### src/rtl/uart_pkg.sv
// Shared UART definitions.
// Contents:
//   uart_rx_state_t   - receiver FSM state encoding
//   UART_DATA_BITS    - default payload width of a frame
//   calc_clks_per_bit - clock cycles per bit from clock frequency and baud rate,
//                       rounded to nearest; shared with the transmitter
package uart_pkg;

    typedef enum logic [2:0] {
        IDLE  = 3'd0,
        START = 3'd1,
        DATA  = 3'd2,
        STOP  = 3'd3,
        BREAK = 3'd4
    } uart_rx_state_t;

    localparam int UART_DATA_BITS = 32'sd8;

    function automatic int calc_clks_per_bit(input int clk_hz, input int baud);
        return (clk_hz + (baud / 32'sd2)) / baud;
    endfunction

endpackage

### src/rtl/uart_sync2.sv
// Two-flop synchronizer for an asynchronous single-bit input.
// Both flops reset to 1 so an idle-high line looks idle straight out of reset.
// Ports:
//   clk - sampling clock
//   rst - asynchronous active-low reset
//   d   - asynchronous input
//   q   - synchronized output (2 cycles of latency)
module uart_sync2 (
    input  logic clk,
    input  logic rst,
    input  logic d,
    output logic q
);

    logic meta_r;
    logic sync_r;

    // Two-stage capture of the asynchronous input.
    always_ff @(posedge clk or negedge rst) begin
        if (!rst) begin
            meta_r <= 1'b1;
            sync_r <= 1'b1;
        end else begin
            meta_r <= d;
            sync_r <= meta_r;
        end
    end

    assign q = sync_r;

endmodule

### src/rtl/uart_receiver.sv
// 8N1 UART receiver with mid-bit sampling driven by a clock-cycle baud counter.
// Ports:
//   clk       - system clock, all logic on posedge
//   rst       - asynchronous active-low reset
//   rx        - asynchronous serial input, idle high
//   data      - last correctly framed byte
//   valid     - one-cycle pulse: data was just updated
//   frame_err - one-cycle pulse: stop bit sampled low
//   busy      - high while the FSM is outside IDLE
module uart_receiver
    import uart_pkg::*;
#(
    parameter int CLKS_PER_BIT = 32'sd868,
    parameter int DATA_BITS    = UART_DATA_BITS
) (
    input  logic                 clk,
    input  logic                 rst,
    input  logic                 rx,
    output logic [DATA_BITS-1:0] data,
    output logic                 valid,
    output logic                 frame_err,
    output logic                 busy
);

    localparam int HALF = CLKS_PER_BIT / 32'sd2;
    localparam int CW   = $clog2(CLKS_PER_BIT);
    localparam int IW   = (DATA_BITS > 32'sd1) ? $clog2(DATA_BITS) : 32'sd1;

    if (CLKS_PER_BIT < 32'sd4) begin : g_bad_clks_per_bit
        $error("uart_receiver: CLKS_PER_BIT must be >= 4");
    end

    logic                 rx_s;
    uart_rx_state_t       state_r, state_nx_s;
    logic [CW-1:0]        cnt_r, cnt_nx_s;
    logic [IW-1:0]        idx_r, idx_nx_s;
    logic [DATA_BITS-1:0] shift_r, shift_nx_s;
    logic [DATA_BITS-1:0] data_r, data_nx_s;
    logic                 valid_r, valid_nx_s;
    logic                 ferr_r, ferr_nx_s;

    uart_sync2 u_sync (
        .clk (clk),
        .rst (rst),
        .d   (rx),
        .q   (rx_s)
    );

    // Next-state, counter and strobe decode.
    // The counter holds cycles elapsed since the last sample point (or since
    // leaving IDLE), so the start sample lands HALF cycles after t0 and every
    // later sample CLKS_PER_BIT cycles after the previous one.
    always_comb begin
        state_nx_s = state_r;
        cnt_nx_s   = cnt_r + CW'(1);
        idx_nx_s   = idx_r;
        shift_nx_s = shift_r;
        data_nx_s  = data_r;
        valid_nx_s = 1'b0;
        ferr_nx_s  = 1'b0;
        case (state_r)
            IDLE: begin
                cnt_nx_s = '0;
                if (!rx_s) begin
                    state_nx_s = START;
                end else begin
                    state_nx_s = IDLE;
                end
            end
            START: begin
                if (cnt_r == CW'(HALF - 32'sd1)) begin
                    cnt_nx_s = '0;
                    if (rx_s) begin
                        // Line went back high before mid-start: a glitch.
                        state_nx_s = IDLE;
                    end else begin
                        state_nx_s = DATA;
                        idx_nx_s   = '0;
                    end
                end else begin
                    state_nx_s = START;
                end
            end
            DATA: begin
                if (cnt_r == CW'(CLKS_PER_BIT - 32'sd1)) begin
                    cnt_nx_s            = '0;
                    shift_nx_s[idx_r]   = rx_s;
                    if (idx_r == IW'(DATA_BITS - 32'sd1)) begin
                        state_nx_s = STOP;
                    end else begin
                        idx_nx_s = idx_r + IW'(1);
                    end
                end else begin
                    state_nx_s = DATA;
                end
            end
            STOP: begin
                if (cnt_r == CW'(CLKS_PER_BIT - 32'sd1)) begin
                    // Leaving at mid-stop lets a zero-gap next start be caught.
                    cnt_nx_s = '0;
                    if (rx_s) begin
                        data_nx_s  = shift_r;
                        valid_nx_s = 1'b1;
                        state_nx_s = IDLE;
                    end else begin
                        ferr_nx_s  = 1'b1;
                        state_nx_s = BREAK;
                    end
                end else begin
                    state_nx_s = STOP;
                end
            end
            BREAK: begin
                // A held-low line must not be decoded as a stream of 0x00.
                cnt_nx_s = '0;
                if (rx_s) begin
                    state_nx_s = IDLE;
                end else begin
                    state_nx_s = BREAK;
                end
            end
            default: begin
                state_nx_s = IDLE;
                cnt_nx_s   = '0;
            end
        endcase
    end

    // State, datapath and registered output strobes.
    always_ff @(posedge clk or negedge rst) begin
        if (!rst) begin
            state_r <= IDLE;
            cnt_r   <= '0;
            idx_r   <= '0;
            shift_r <= '0;
            data_r  <= '0;
            valid_r <= 1'b0;
            ferr_r  <= 1'b0;
        end else begin
            state_r <= state_nx_s;
            cnt_r   <= cnt_nx_s;
            idx_r   <= idx_nx_s;
            shift_r <= shift_nx_s;
            data_r  <= data_nx_s;
            valid_r <= valid_nx_s;
            ferr_r  <= ferr_nx_s;
        end
    end

    assign data      = data_r;
    assign valid     = valid_r;
    assign frame_err = ferr_r;
    assign busy      = (state_r != IDLE);

endmodule
### config.mk
export PLATFORM = sky130hd
export DESIGN_NAME = uart_receiver
export DESIGN_NICKNAME = d
export VERILOG_FILES = /design/src/rtl/uart_pkg.sv /design/src/rtl/uart_sync2.sv /design/src/rtl/uart_receiver.sv
export SDC_FILE = /design/constraint.sdc
export NUM_CORES = 1
export LEC_CHECK = 0
export CAP_MARGIN = 20
export CORE_MARGIN = 4
export CORE_UTILIZATION = 30
export CTS_CLUSTER_SIZE = 25
export DETAILED_ROUTE_END_ITERATION = 10
export GPL_TIMING_DRIVEN = 0
export HOLD_SLACK_MARGIN = 0.12
export SETUP_SLACK_MARGIN = 0.1
export SYNTH_ARGS = -nofsm -noshare
export SYNTH_HDL_FRONTEND = slang
export SYNTH_HIERARCHICAL = 1
export SYNTH_SLANG_ARGS = --single-unit
export TNS_END_PERCENT = 20
### constraint.sdc
create_clock -name clk -period 5.15 [get_ports clk]
set_clock_uncertainty 0.15 [all_clocks]
set_input_delay 1.03 -clock clk [delete_from_list [all_inputs] [get_ports clk]]
set_output_delay 1.03 -clock clk [all_outputs]
set_load 0.02 [all_outputs]
==> summary.md, run 1 <==
| Metric | Value |
|---|---|
| Setup TNS | `0 ps` |
| Number of global-route vias before repair | `1104` |
| Top Ports | `14` |
| Data arrival, critical path | `1700 ps` |
| TritonCTS clock tree | `yes` |
| Count of yosys warnings during synthesis | `6` |
| H-tree depth reported by CTS | `2` |
| Port Buffers | `13` |
| GR Overflow Total | `0` |
| Worst IR Drop VDD | `0.161 mV` |
| Clk sink count | `36` |
| Mean number of vias per cell | `4.81` |
| ANT cells | `0` |
| Power Dens Cells | `251 mW/mm2` |
| RSZ-0062 raised after global routing | `no` |
| Critical Setup Path Class | `register to output port` |
| Clock Latency Late Sink | `300 ps` |
| Top fanout value on the critical path | `10` |
| Least-Margin Pin Slew | `806 ps` |
| Finish-stage setup viols | `0` |
| Initial DRC count | `136` |
| Commonest register cell after synthesis | `dfrtp_1` |
| Netlist cell types | `38` |
| Max-capacitance violation count | `0` |
| Count of final max-slew check failures | `0` |
| Top layer in use | `met4` |
| Worst Path Required | `3970 ps` |
| Total of flip-flops plus latches after synthesis | `36` |
| Maximum clock frequency | `348 MHz` |
| Initial core utilization | `0.318` |
| Min-Delay Path Class | `register to register` |
| Fin nets | `169` |
| Inserted Clock Buffers | `5` |
| Synthesis-to-layout area growth | `18.0%` |
| Die Span X | `82.6 um` |
| Max Root-Sink Buffers | `2` |
| Post-detail-place hpwl | `2070 um` |
| Final worst path period share | `0.558` |
| Rows | `26` |
| Met3 wire length | `111 um` |
| Fraction of power spent switching nets | `0.232` |
| Final weighted congestion of routability-driven global placement | `0.787` |
| Overall track demand over capacity in global routing | `0.103` |
| Final count of hold timing violations | `0` |
| Routed wire per std cell | `12.7 um` |
| Drc violations | `0` |
| Status | `finished clean` |
| Min Tclk post-route | `2880 ps` |
| Total of hold buffers inserted after clock tree synthesis | `0` |
| Area of the core region | `0.00524 mm2` |
| Total Die Area | `0.00682 mm2` |
| Static leakage | `0.887 nW` |
| Routed length on met2 | `1420 um` |
| Die extent in y | `82.6 um` |
| Total routed wirelength | `2960 um` |
| Residual antenna-violating net count after detailed routing | `0` |
| Final non-filler cell total | `233` |
| Sequential-to-total area share from yosys stat | `0.542` |
| Master cell of the clock root buffer | `clkbuf_8` |
| Count of buffers added by post-CTS timing repair for setup | `0` |
| Largest net degree at the start of global routing | `37` |
| Fraction of registers with async set or reset after synthesis | `1.00` |
| Internal power component | `0.379 mW` |
| M1 wire length | `1360 um` |
| Clock-pin slew reported for the worst setup and hold paths after clock tree synthesis | `70 ps` |
| Number of instances in the placed design | `225` |
| Clk pwr share | `0.408` |
| Mapped Nets | `149` |
| Fraction of layout instances using a drive strength above 1 | `0.202` |
| Post-CTS resize count | `0` |
| Global-route wire length before repair | `5210 um` |
| Part of the power in combinational logic | `0.017` |
| Mapped Avg Cell Area | `11.7 um2` |
| Net Switching | `0.115 mW` |
| Part of the power in registers | `0.575` |
| Crit end category | `output port` |
| Remaining max-slew budget at the tightest pin | `0.463` |
| Count of flip-flops with a built-in enable after synthesis | `0` |
| DR vias | `1120` |
| Startpoint type of the worst setup path | `register` |
| Initial antenna violation count | `0` |
| 1st-pass router iterations | `4` |
| Count of mapped cells out of synthesis | `142` |
| Post-layout total power | `0.494 mW` |
| Mapped Area | `0.00167 mm2` |
[cell usage after synthesis, types with 2 or more instances]
cell type / count / area (um2)
nor3b_1: 2 / 15.0
nand4_1: 5 / 31.3
nor3_1: 6 / 30.0
xnor2_1: 3 / 26.3
o31ai_1: 3 / 22.5
inv_1: 5 / 18.8
clkbuf_1: 2 / 7.51
nor2_1: 13 / 48.8
nor4bb_1: 2 / 20.0
ha_1: 4 / 50.1
dfstp_2: 2 / 52.6
and2_1: 2 / 12.5
mux2_2: 14 / 158
o21ai_0: 3 / 15.0
and3b_1: 2 / 17.5
dfrtp_1: 34 / 851
nand2_1: 12 / 45.0
nand3_1: 4 / 20.0
xor2_1: 5 / 43.8
[critical path, stage by stage, from the launching register on]
cell	delay (ps)
dfrtp_1	320
clkbuf_1	310
inv_1	100
nand2_1	70
clkdlybuf4s50_1	600
[power by group through the flow]
| stage | logic [mW] | registers [mW] | clock network (mW) |
|---|---|---|---|
| final | 0.00859 | 0.284 | 0.201 |
| after global routing | 0.0102 | 0.284 | 0.219 |
| after CTS | 0.00921 | 0.284 | 0.209 |
| after detailed placement | 0.00927 | 0.290 | 0 |
| after global placement | 0.00929 | 0.290 | 0 |
| after floorplan | 0.00165 | 0.290 | 0 |
[worst paths after layout]
| path | cells after the start | to | startpoint | slack, ps |
|---|---|---|---|---|
| max | 4 | busy | state_r[0] | 2270 |
| max in group asynchronous | 1 | cnt_r[5] | rst | 3670 |
| min | 0 | u_sync/q | u_sync/meta_r | 210 |
| max reg2reg | 5 | data[4] | cnt_r[0] | 2950 |
| min in group asynchronous | 1 | data[0] | rst | 660 |
| min reg2reg | 0 | u_sync/q | u_sync/meta_r | 210 |
[metrics by stage]
stage | hold WS, ps | util | area, um2 | setup slack, ps
after CTS | 210 | 0.376 | 1970 | 2260
final | 209 | 0.376 | 1970 | 2270
after floorplan | 195 | - | 1670 | 3180
after global routing | 220 | 0.376 | 1970 | 2130
after global placement | 197 | 0.360 | 1890 | 2140
after detailed placement | 199 | 0.359 | 1880 | 2590
[cell usage in the layout, fill, tap and decap left out, drive strengths merged, types with 2 or more instances in the layout]
cell            n
dfrtp          34
mux2           14
nor2           13
nand2          12
clkdlybuf4s50  12
nor3            7
clkbuf          7
inv             5
xor2            5
nand4           5
nand3           5
ha              4
xnor2           3
o21ai           3
o31ai           3
nor3b           3
clkinv          3
and3b           2
and2            2
nor4bb          2
dfstp           2
and3            2
[sequential cells by signal, indices dropped and copies added (netlist names)]
register       count
shift_r            8
idx_r              3
valid              1
state_r            3
data               8
u_sync/meta_r      1
u_sync/q           1
frame_err          1
cnt_r             10
[routing by layer]
| layer | vias up | track usage |
|---|---|---|
| met5 | - | 0 |
| met4 | 0 | 0.0539 |
| met3 | 7 | 0.0293 |
| met2 | 13 | 0.163 |
| met1 | 549 | 0.128 |
| li1 | 551 | - |
[cell families after synthesis]
group	share of synthesized area
AO/OA/AOI/OAI	0.0563
buffers and inverters	0.0158
AND/OR/NAND/NOR	0.214
multiplexers	0.101
adder cells (fa/ha/maj)	0.0300
XOR/XNOR	0.0420
flip-flops	0.542
[cell type report]
class                      instances  area (um2)
fill                             514        3270
sequential                        36         903
multi-input combinational         99         738
timing repair buffer              13         125
tap                               70        87.6
clock buffer                       5        68.8
clock inverter                     3        18.8
inverter                           5        18.8
buffer                             2        7.51
(Power assumes the default switching activity.)
==> run 2, diff against run 1 <==
- clock period: 5.15 -> 2.99 ns (I/O delays scaled with it)
==> results of run 2 <==
Same layout as run 1 (identical final DEF). Status: finished clean.
Main changes from that run: setup slack after placement 2590 ps -> 800 ps; setup slack after layout 2270 ps -> 546 ps; register-to-register setup slack 2950 ps -> 790 ps; total power 0.494 mW -> 0.851 mW; worst IR drop on VDD 0.161 mV -> 0.277 mV
